[src/rtl/mac_t_frame_loader.sv]
// mac_t_frame_loader: accepts a byte stream of Ethernet frames and writes each
// frame into one of two FIFO pairs (normal or TTE). Frames shorter than MIN_LEN
// are zero-padded, frames longer than MAX_LEN are truncated. A pointer word
// holding the stored length follows the last data byte. All FIFO write-side
// outputs are registered.
module mac_t_frame_loader #(
   parameter int MIN_LEN = 60,
   parameter int MAX_LEN = 1514
) (
   input  logic        sys_clk,
   input  logic        rst_sys,
   input  logic        in_valid,
   output logic        in_ready,
   input  logic [7:0]  in_data,
   input  logic        in_sop,
   input  logic        in_eop,
   input  logic        in_tte,
   output logic        data_fifo_wr,
   output logic [7:0]  data_fifo_dout,
   input  logic [11:0] data_fifo_space,
   output logic        ptr_fifo_wr,
   output logic [15:0] ptr_fifo_dout,
   input  logic        ptr_fifo_full,
   output logic        tdata_fifo_wr,
   output logic [7:0]  tdata_fifo_dout,
   input  logic [11:0] tdata_fifo_space,
   output logic        tptr_fifo_wr,
   output logic [15:0] tptr_fifo_dout,
   input  logic        tptr_fifo_full,
   output logic [15:0] cnt_frame,
   output logic [15:0] cnt_trunc,
   output logic [15:0] cnt_pad,
   output logic [15:0] cnt_err
);

   typedef enum logic [4:0] {
      S_IDLE = 5'b00001,
      S_DATA = 5'b00010,
      S_PAD  = 5'b00100,
      S_DISC = 5'b01000,
      S_PTR  = 5'b10000
   } state_t;

   localparam logic [10:0] L_MIN   = MIN_LEN[10:0];
   localparam logic [10:0] L_MAX   = MAX_LEN[10:0];
   localparam logic [11:0] L_SPACE = MAX_LEN[11:0];

   state_t      r_state, w_nxt;
   logic [10:0] r_len, w_len_nxt, w_len_inc;
   logic        r_cls, w_cls_nxt;     // 1 = TTE path
   logic        r_trunc, w_trunc_nxt; // current frame hit MAX_LEN
   logic        r_wr, w_wr;
   logic [7:0]  r_dout, w_dout;
   logic        r_pwr, w_pwr;
   logic [15:0] r_pdout;
   logic [15:0] r_cnt_frame, r_cnt_trunc, r_cnt_pad, r_cnt_err;
   logic        w_inc_frame, w_inc_trunc, w_inc_pad, w_inc_err;
   logic        w_acc, w_room;

   assign in_ready  = (r_state == S_DATA) || (r_state == S_DISC);
   assign w_acc     = in_valid && in_ready;
   assign w_len_inc = r_len + 11'd1;
   // a whole worst-case frame must fit before a frame is started
   assign w_room    = in_tte ? ((tdata_fifo_space >= L_SPACE) && !tptr_fifo_full)
                             : ((data_fifo_space  >= L_SPACE) && !ptr_fifo_full);

   // next-state, write intents and counter events
   always_comb begin
      w_nxt       = r_state;
      w_len_nxt   = r_len;
      w_cls_nxt   = r_cls;
      w_trunc_nxt = r_trunc;
      w_wr        = 1'b0;
      w_dout      = 8'h00;
      w_pwr       = 1'b0;
      w_inc_frame = 1'b0;
      w_inc_trunc = 1'b0;
      w_inc_pad   = 1'b0;
      w_inc_err   = 1'b0;
      case (r_state)
         S_IDLE: begin
            if (in_valid) begin
               if (!in_sop) begin
                  w_nxt     = S_DISC;
                  w_inc_err = 1'b1;
               end else if (w_room) begin
                  w_cls_nxt = in_tte;
                  w_nxt     = S_DATA;
               end
            end
         end
         S_DATA: begin
            if (w_acc) begin
               w_wr      = 1'b1;
               w_dout    = in_data;
               w_len_nxt = w_len_inc;
               if (in_sop && (r_len != 11'd0)) w_inc_err = 1'b1;
               if (in_eop) begin
                  if (w_len_inc >= L_MIN) begin
                     w_nxt = S_PTR;
                  end else begin
                     w_nxt     = S_PAD;
                     w_inc_pad = 1'b1;
                  end
               end else if (w_len_inc == L_MAX) begin
                  w_nxt       = S_DISC;
                  w_trunc_nxt = 1'b1;
                  w_inc_trunc = 1'b1;
               end
            end
         end
         S_PAD: begin
            w_wr      = 1'b1;
            w_len_nxt = w_len_inc;
            if (w_len_inc == L_MIN) w_nxt = S_PTR;
         end
         S_DISC: begin
            if (w_acc && in_eop) w_nxt = r_trunc ? S_PTR : S_IDLE;
         end
         S_PTR: begin
            w_pwr       = 1'b1;
            w_inc_frame = 1'b1;
            w_len_nxt   = 11'd0;
            w_trunc_nxt = 1'b0;
            w_nxt       = S_IDLE;
         end
         default: w_nxt = S_IDLE;
      endcase
   end

   // state, registered FIFO writes and saturating counters
   always_ff @(posedge sys_clk) begin
      if (rst_sys) begin
         r_state     <= S_IDLE;
         r_len       <= 11'd0;
         r_cls       <= 1'b0;
         r_trunc     <= 1'b0;
         r_wr        <= 1'b0;
         r_dout      <= 8'h00;
         r_pwr       <= 1'b0;
         r_pdout     <= 16'h0000;
         r_cnt_frame <= 16'h0000;
         r_cnt_trunc <= 16'h0000;
         r_cnt_pad   <= 16'h0000;
         r_cnt_err   <= 16'h0000;
      end else begin
         r_state <= w_nxt;
         r_len   <= w_len_nxt;
         r_cls   <= w_cls_nxt;
         r_trunc <= w_trunc_nxt;
         r_wr    <= w_wr;
         r_dout  <= w_dout;
         r_pwr   <= w_pwr;
         if (w_pwr) r_pdout <= {5'b0, r_len};
         if (w_inc_frame && (r_cnt_frame != 16'hFFFF)) r_cnt_frame <= r_cnt_frame + 16'd1;
         if (w_inc_trunc && (r_cnt_trunc != 16'hFFFF)) r_cnt_trunc <= r_cnt_trunc + 16'd1;
         if (w_inc_pad   && (r_cnt_pad   != 16'hFFFF)) r_cnt_pad   <= r_cnt_pad   + 16'd1;
         if (w_inc_err   && (r_cnt_err   != 16'hFFFF)) r_cnt_err   <= r_cnt_err   + 16'd1;
      end
   end

   // r_cls is stable from frame start until the cycle after the ptr write
   assign data_fifo_wr    = r_wr  & ~r_cls;
   assign tdata_fifo_wr   = r_wr  &  r_cls;
   assign ptr_fifo_wr     = r_pwr & ~r_cls;
   assign tptr_fifo_wr    = r_pwr &  r_cls;
   assign data_fifo_dout  = r_dout;
   assign tdata_fifo_dout = r_dout;
   assign ptr_fifo_dout   = r_pdout;
   assign tptr_fifo_dout  = r_pdout;
   assign cnt_frame       = r_cnt_frame;
   assign cnt_trunc       = r_cnt_trunc;
   assign cnt_pad         = r_cnt_pad;
   assign cnt_err         = r_cnt_err;

endmodule

[config.mk]
export PLATFORM = sky130hd
export DESIGN_NAME = mac_t_frame_loader
export DESIGN_NICKNAME = d
export VERILOG_FILES = /design/src/rtl/mac_t_frame_loader.sv
export SDC_FILE = /design/constraint.sdc
export NUM_CORES = 1
export LEC_CHECK = 0
export ABC_CLOCK_PERIOD_IN_PS = 4050
export CAP_MARGIN = 20
export CORE_UTILIZATION = 47
export DETAILED_ROUTE_END_ITERATION = 6
export GPL_TIMING_DRIVEN = 0
export PLACE_DENSITY = 0.8
export RECOVER_POWER = 100
export SYNTH_ARGS = -nofsm -noshare
export SYNTH_HDL_FRONTEND = slang
export SYNTH_SLANG_ARGS = --single-unit
[constraint.sdc]
create_clock -name sys_clk -period 4.05 [get_ports sys_clk]
set_clock_uncertainty 0.15 [all_clocks]
set_input_delay 0.405 -clock sys_clk [delete_from_list [all_inputs] [get_ports sys_clk]]
set_output_delay 0.405 -clock sys_clk [all_outputs]
set_load 0.05 [all_outputs]
# Yosys cells after proc, flatten, opt, wreduce, memory -nomap -nowiden
# Cells that the tools add are included.
# W data, S select, Z words.
[totals] regBits=103 elab_cells=100 output_inout_bits=117 in_bits=40
[op_classes] add_sub_neg=5 bitwise=7 n_reduce_logical=20 magnitude_cmp=3 mux=34 eq_ne=19
[ops] op="$add A16 B1 Y16 const B" n=4
[ops] op="$ne A16 B16 Y1 const B" n=4
[ops] op="$mux W5" n=10
[ops] op="$pmux W11 S3" n=1
[ops] op="$ge A12 B11 Y1 const B" n=2
[ops] op="$pmux W5 S4" n=1
[ops] op="$mux W1" n=18
[ops] op="$add A11 B1 Y11 const B" n=1
[ops] op="$eq A11 B11 Y1 const B" n=1
[ops] op="$eq A11 B6 Y1 const B" n=1
[ops] op="$ge A11 B6 Y1 const B" n=1
[ops] op="$mux W11" n=1
[ops] op="$reduce_bool A11 Y1" n=1
[ops] op="$logic_and A1 B1 Y1" n=9
[ops] op="$ne A2 B2 Y1 const B" n=4
[ops] op="$reduce_and A4 Y1" n=2
[ops] op="$pmux W1 S2" n=3
[ops] op="$reduce_and A6 Y1" n=1
[ops] op="$eq A5 B1 Y1 const B" n=1
[ops] op="$eq A5 B2 Y1 const B" n=1
[ops] op="$eq A5 B3 Y1 const B" n=1
[ops] op="$eq A5 B4 Y1 const B" n=1
[ops] op="$eq A5 B5 Y1 const B" n=1
[ops] op="$and A1 B1 Y1" n=4
[ops] op="10 further kinds" n=14

# Depth between registers and ports, before layout
[logic_depth] depth_word=7 mapped_depth=10 ltp_nobuf=9

# Least setup slack after synthesis
# Ideal clock, no wire load.
[synth_path] kind="register to register" start="register r_len[0]" end="register r_cnt_pad[13] (netlist: cnt_pad[13])" synth_period_minus_slack_ns=2.998 setup_ns=0.070 t_required_ns=3.830 path_stages_with_launch=11 n_path_buf=2 arrival_time_ns=2.778 path_slack_ns=1.052 cell_sequence="dfxtp_1 -> ha_1 -> buf_4 -> and3_1 -> a2111oi_4 -> nor3_1 -> or4_1 -> or3_1 -> buf_2 -> or3_1 -> a21oi_1"
[synth_via] elab_chain_len=7
[synth_lines] item="from (decl)" line="49" source="logic [10:0] r_len, w_len_nxt, w_len_inc;"
[synth_lines] item="from (signal assigned)" line="148" source="r_len <= w_len_nxt;"
[synth_lines] item="$add A11 B1 Y11" line="62" source="assign w_len_inc = r_len + 11'd1;"
[synth_lines] item="$ge A11 B6 Y1" line="99" source="if (w_len_inc >= L_MIN) begin"
[synth_lines] item="$mux W1" line="99"
[synth_lines] item="$mux W1" line="98" source="if (in_eop) begin"
[synth_lines] item="$mux W1" line="93" source="if (w_acc) begin"
[synth_lines] item="$mux W1" line="80" source="case (r_state)"
[synth_lines] item="$logic_and A1 B1 Y1" line="157" source="if (w_inc_pad && (r_cnt_pad != 16'hFFFF)) r_cnt_pad <= r_cnt_pad + 16'd1;"
[synth_lines] item="to (signal assigned)" line="157"
[synth_lines] item="to (decl)" line="56" source="logic [15:0] r_cnt_frame, r_cnt_trunc, r_cnt_pad, r_cnt_err;"
# No other way between the ends.
# A chain may end at the register's enable or synchronous reset.

# Worst setup path after layout
[layout_path] start="register r_len[0]" end="register r_cnt_trunc[8] (netlist: cnt_trunc[8])"
[layout_via] elab_chain_len=7
[layout_lines] item="$add A11 B1 Y11" line="62"
[layout_lines] item="$eq A11 B11 Y1" line="105" source="end else if (w_len_inc == L_MAX) begin"
[layout_lines] item="$mux W1" line="105"
[layout_lines] item="$mux W1" line="98"
[layout_lines] item="$mux W1" line="93"
[layout_lines] item="$mux W1" line="80"
[layout_lines] item="$logic_and A1 B1 Y1" line="156" source="if (w_inc_trunc && (r_cnt_trunc != 16'hFFFF)) r_cnt_trunc <= r_cnt_trunc + 16'd1;"
[layout_lines] item="to (signal assigned)" line="156"
[layout_lines] item="to (decl)" line="56"
# No other way between the ends.

==> flow_summary_export.csv <==
group,metric,value,unit
cts,clk_path_buf_depth,2,
sta,worstMarginPinSlew,0.889,ns
synth,synth_top_family_by_area,"simple AND/OR/NAND/NOR gates",
synth,yosysTopAreaCell,"dfxtp_1",
detailed_routing,route.detailed.drc,0,
die,die_height,107,um
synth,syn_area,5140,um^2
power,leakage,2.88,nW
final_layout,layout-drive-gt1-share,7.28,%
worst_setup_path,start_kind,"flop",
cts,cts_hold_buffers,0,
worst_setup_path,crit_path_max_incr_delay,0.71,ns
worst_setup_path,worstSetupEndpointType,"flop",
global_route,grt_pass1_wl,21600,um
final_layout,fin_cells,919,
cts,cts_root_buf,"clkbuf_8",
synth,ys_seq_area_share,40.1,%
synth,synth_async_sr_flop_share,0,%
die,initial_core_util,49.2,%
synth,yosys.area_share.simple,29.4,%
cts,htreeDepth,3,
detailed_routing,drtAntennaViolNets,0,
detailed_routing,drt-total-wl,13400,um
final_layout,antenna_cells,0,
sta,clock.fmax,276,MHz
synth,synth_xor_area_share,9.02,%
sta,finalCritPeriodShare,89.4,%
sta,slew_headroom,40.3,%
synth,ys_ff_latch,103,
placed_design,dp_hpwl,10100,um
cts,cts_inserted_buffers,9,
worst_setup_path,crit_path_start,"r_len[0]",
synth,synth-edff-count,0,
worst_setup_path,criticalPathCategory,"flop to flop",
min_path,min_path_type,"flop to flop",
sta,hold_viol_final,0,
placed_design,portBuffers,144,
min_path,hp-start,"cnt_trunc[10]",
global_route,use_met3,4.13,%
cts,clk_pin_slew_worst_paths,0.11,ns
final_layout,final_common_cell,"dlygate4sd3_1",
synth,synth-adder-area-share,1.70,%
synth,yosysTopAreaCellShare,40.1,%
global_route,grt_usage,23.5,%
synth,syn_inst,613,
worst_setup_path,path_cells,"ha_1 -> buf_4 -> nand3_1 -> or4_1 -> a222oi_1 -> o2111ai_1 -> or3_1 -> a21oi_1",
sta,finalSetupViolCount,0,
global_route,use_met2,41.3,%
worst_setup_path,crit_family,"compound AO/OA/AOI/OAI gates",
worst_setup_path,rr_startpoint,"r_len[0]",
worst_setup_path,r2r_end,"cnt_trunc[8]",
synth,synth_cell_types,54,
cts,postCtsResizedCells,0,
cts,clk-insertion-delay-late,0.37,ns
worst_setup_path,critPathCapture,"cnt_trunc[8]",
synth,synth_area_leaders,"dfxtp_1, nor2_1, xnor2_1",
sta,fin_setup_tns,0,ns
synth,syn_area_per_cell,8.39,um^2
placed_design,place_inst,902,
sta,grt_setup_unrepaired,"false",
sta,min_period,3.62,ns
outcome,status,"complete, no violations",
placed_design,gp_congestion,0.908,
cts,numClockSinks,103,
synth,synth_mux_area_share,3.14,%
cts,cts_setup_buffers,0,
worst_setup_path,crit_cells,8,
detailed_routing,viasPerCell,5.39,
worst_setup_path,cp_slowest_cell,"a222oi_1",
flow_run,maxCapViolations,0,
global_route,use_met1,29.0,%
die,dieWidth,107,um
die,die_area,11400,um^2
worst_setup_path,cp.buffers_inverters,1,
global_route,antenna_found_initial,0,
power,ir_drop,0.196,mV
die,io_pins,157,
worst_setup_path,rrSetupSlack,0.43,ns
global_route,grt_pass1_vias,4622,
synth,synth_ff_type,"dfxtp_1",
global_route,globalRoute.busiestLayer,"met2",
worst_setup_path,crit_arrival,3.76,ns
power,powerDensity,275,nW/um^2
detailed_routing,wire_per_inst,14.6,um
synth,synth_warnings,0,
final_layout,filler_cell_count,880,
sta,maxSlewViolCount,0,
worst_setup_path,required,4.19,ns
worst_setup_path,worstPathMaxFanout,10,
die,fp-row-count,37,
worst_setup_path,worst-r2r-cell-count,8,
die,coreArea,10500,um^2
final_layout,finalNetCount,825,
min_path,holdPathStages,2,
global_route,grt_max_degree,18,
detailed_routing,dr.first_iter.drc_count,284,
final_layout,areaGrowthSynthToFinish,34.6,%
global_route,gr-total-overflow,0,
detailed_routing,dr.pass1.iters,5,
final_layout,final_cell_mix,"dlygate4sd3_1, dfxtp_1, nor2_1",
detailed_routing,num_vias,4949,
synth,synth_compound_area_share,8.58,%
cts,cts_tree,"built",
==> sequential cells by signal, indices dropped and copies added (netlist names) <==
register,flops
r_cls,1
cnt_pad,16
cnt_frame,16
r_wr,1
data_fifo_dout,8
cnt_err,16
r_trunc,1
r_pwr,1
cnt_trunc,16
r_state,5
r_len,11
ptr_fifo_dout,11
==> metrics by stage <==
step           utilization (%)  power, mW  hold WS, ns  instance area, um^2  worst slack [ns]
3_5_place_dp              64.9       1.32        0.345                 6790             0.654
5_1_grt                   66.2       1.97        0.387                 6930             0.262
3_3_place_gp              64.9       1.31        0.335                 6790             0.758
4_1_cts                   66.6       1.91        0.364                 6970             0.606
2_1_floorplan                -       1.23        0.309                 5180              1.05
6_report                  66.2       1.90        0.364                 6930             0.431
==> power by group <==
group | total [mW] | internal [mW] | switching, mW
registers | 1.05 | 1.03 | 0.0226
clock network | 0.605 | 0.246 | 0.359
logic | 0.248 | 0.0999 | 0.148
==> final cells by class <==
cell class | instances | area (um^2) | area share [%]
clock buffers | 11 | 141 | 2.04
clock inverters | 5 | 41.3 | 0.596
multi-input cells | 445 | 2660 | 38.4
repair buffers | 145 | 1450 | 20.9
flip-flops and latches | 103 | 2060 | 29.8
plain buffers | 58 | 349 | 5.04
inverters | 16 | 60.1 | 0.867
well taps | 136 | 170 | 2.46
==> worst min-delay path by stage <==
| stage | endpoint | slack, ns |
|---|---|---|
| floorplan | r_trunc | 0.31 |
| global placement | cnt_trunc[10] | 0.34 |
| detailed placement | r_trunc | 0.34 |
| CTS | cnt_trunc[10] | 0.36 |
| global route | cnt_pad[13] | 0.39 |
| finish | cnt_trunc[10] | 0.36 |
==> worst reg2reg max path, stage by stage, from the launching register on <==
cell,delay [ns]
dfxtp_1,0.45
ha_1,0.19
buf_4,0.14
nand3_1,0.17
or4_1,0.56
a222oi_1,0.71
o2111ai_1,0.53
or3_1,0.48
a21oi_1,0.17
==> per-layer routing <==
layer  part of all wire [%]  vias up
li1                       -     2422
met1                     42     2275
met2                     48      231
met3                    8.7       21
met4                    1.4        0
met5                      0        -
==> Yosys cell counts, types with 3 or more instances <==
cell / n
nor3_2: 6
nor2b_1: 3
a31oi_1: 4
and2_1: 15
and3_1: 14
nand3_1: 32
a21oi_1: 27
buf_2: 5
xnor2_1: 35
nor2_1: 95
nor3_1: 23
inv_1: 16
ha_1: 7
nand4_1: 17
mux2i_1: 15
buf_4: 32
and4_1: 8
dfxtp_1: 103
nand2_1: 30
xor2_1: 18
clkbuf_1: 20
or3_1: 21
o21ai_0: 21
nor4_1: 6
nor3b_1: 3
nand3b_1: 4
==> kinds of logic (layout without fill, tap and decap cells) <==
logic type	count (synthesis)	after routing
xor+xnor	53	53
fa+ha+maj	7	7
buf+inv	74	235
mux	16	16
other cells	1	10
flops	103	103
compound gates	70	70
simple gates	289	289
Note: power is estimated with default switching activity, not from simulation.
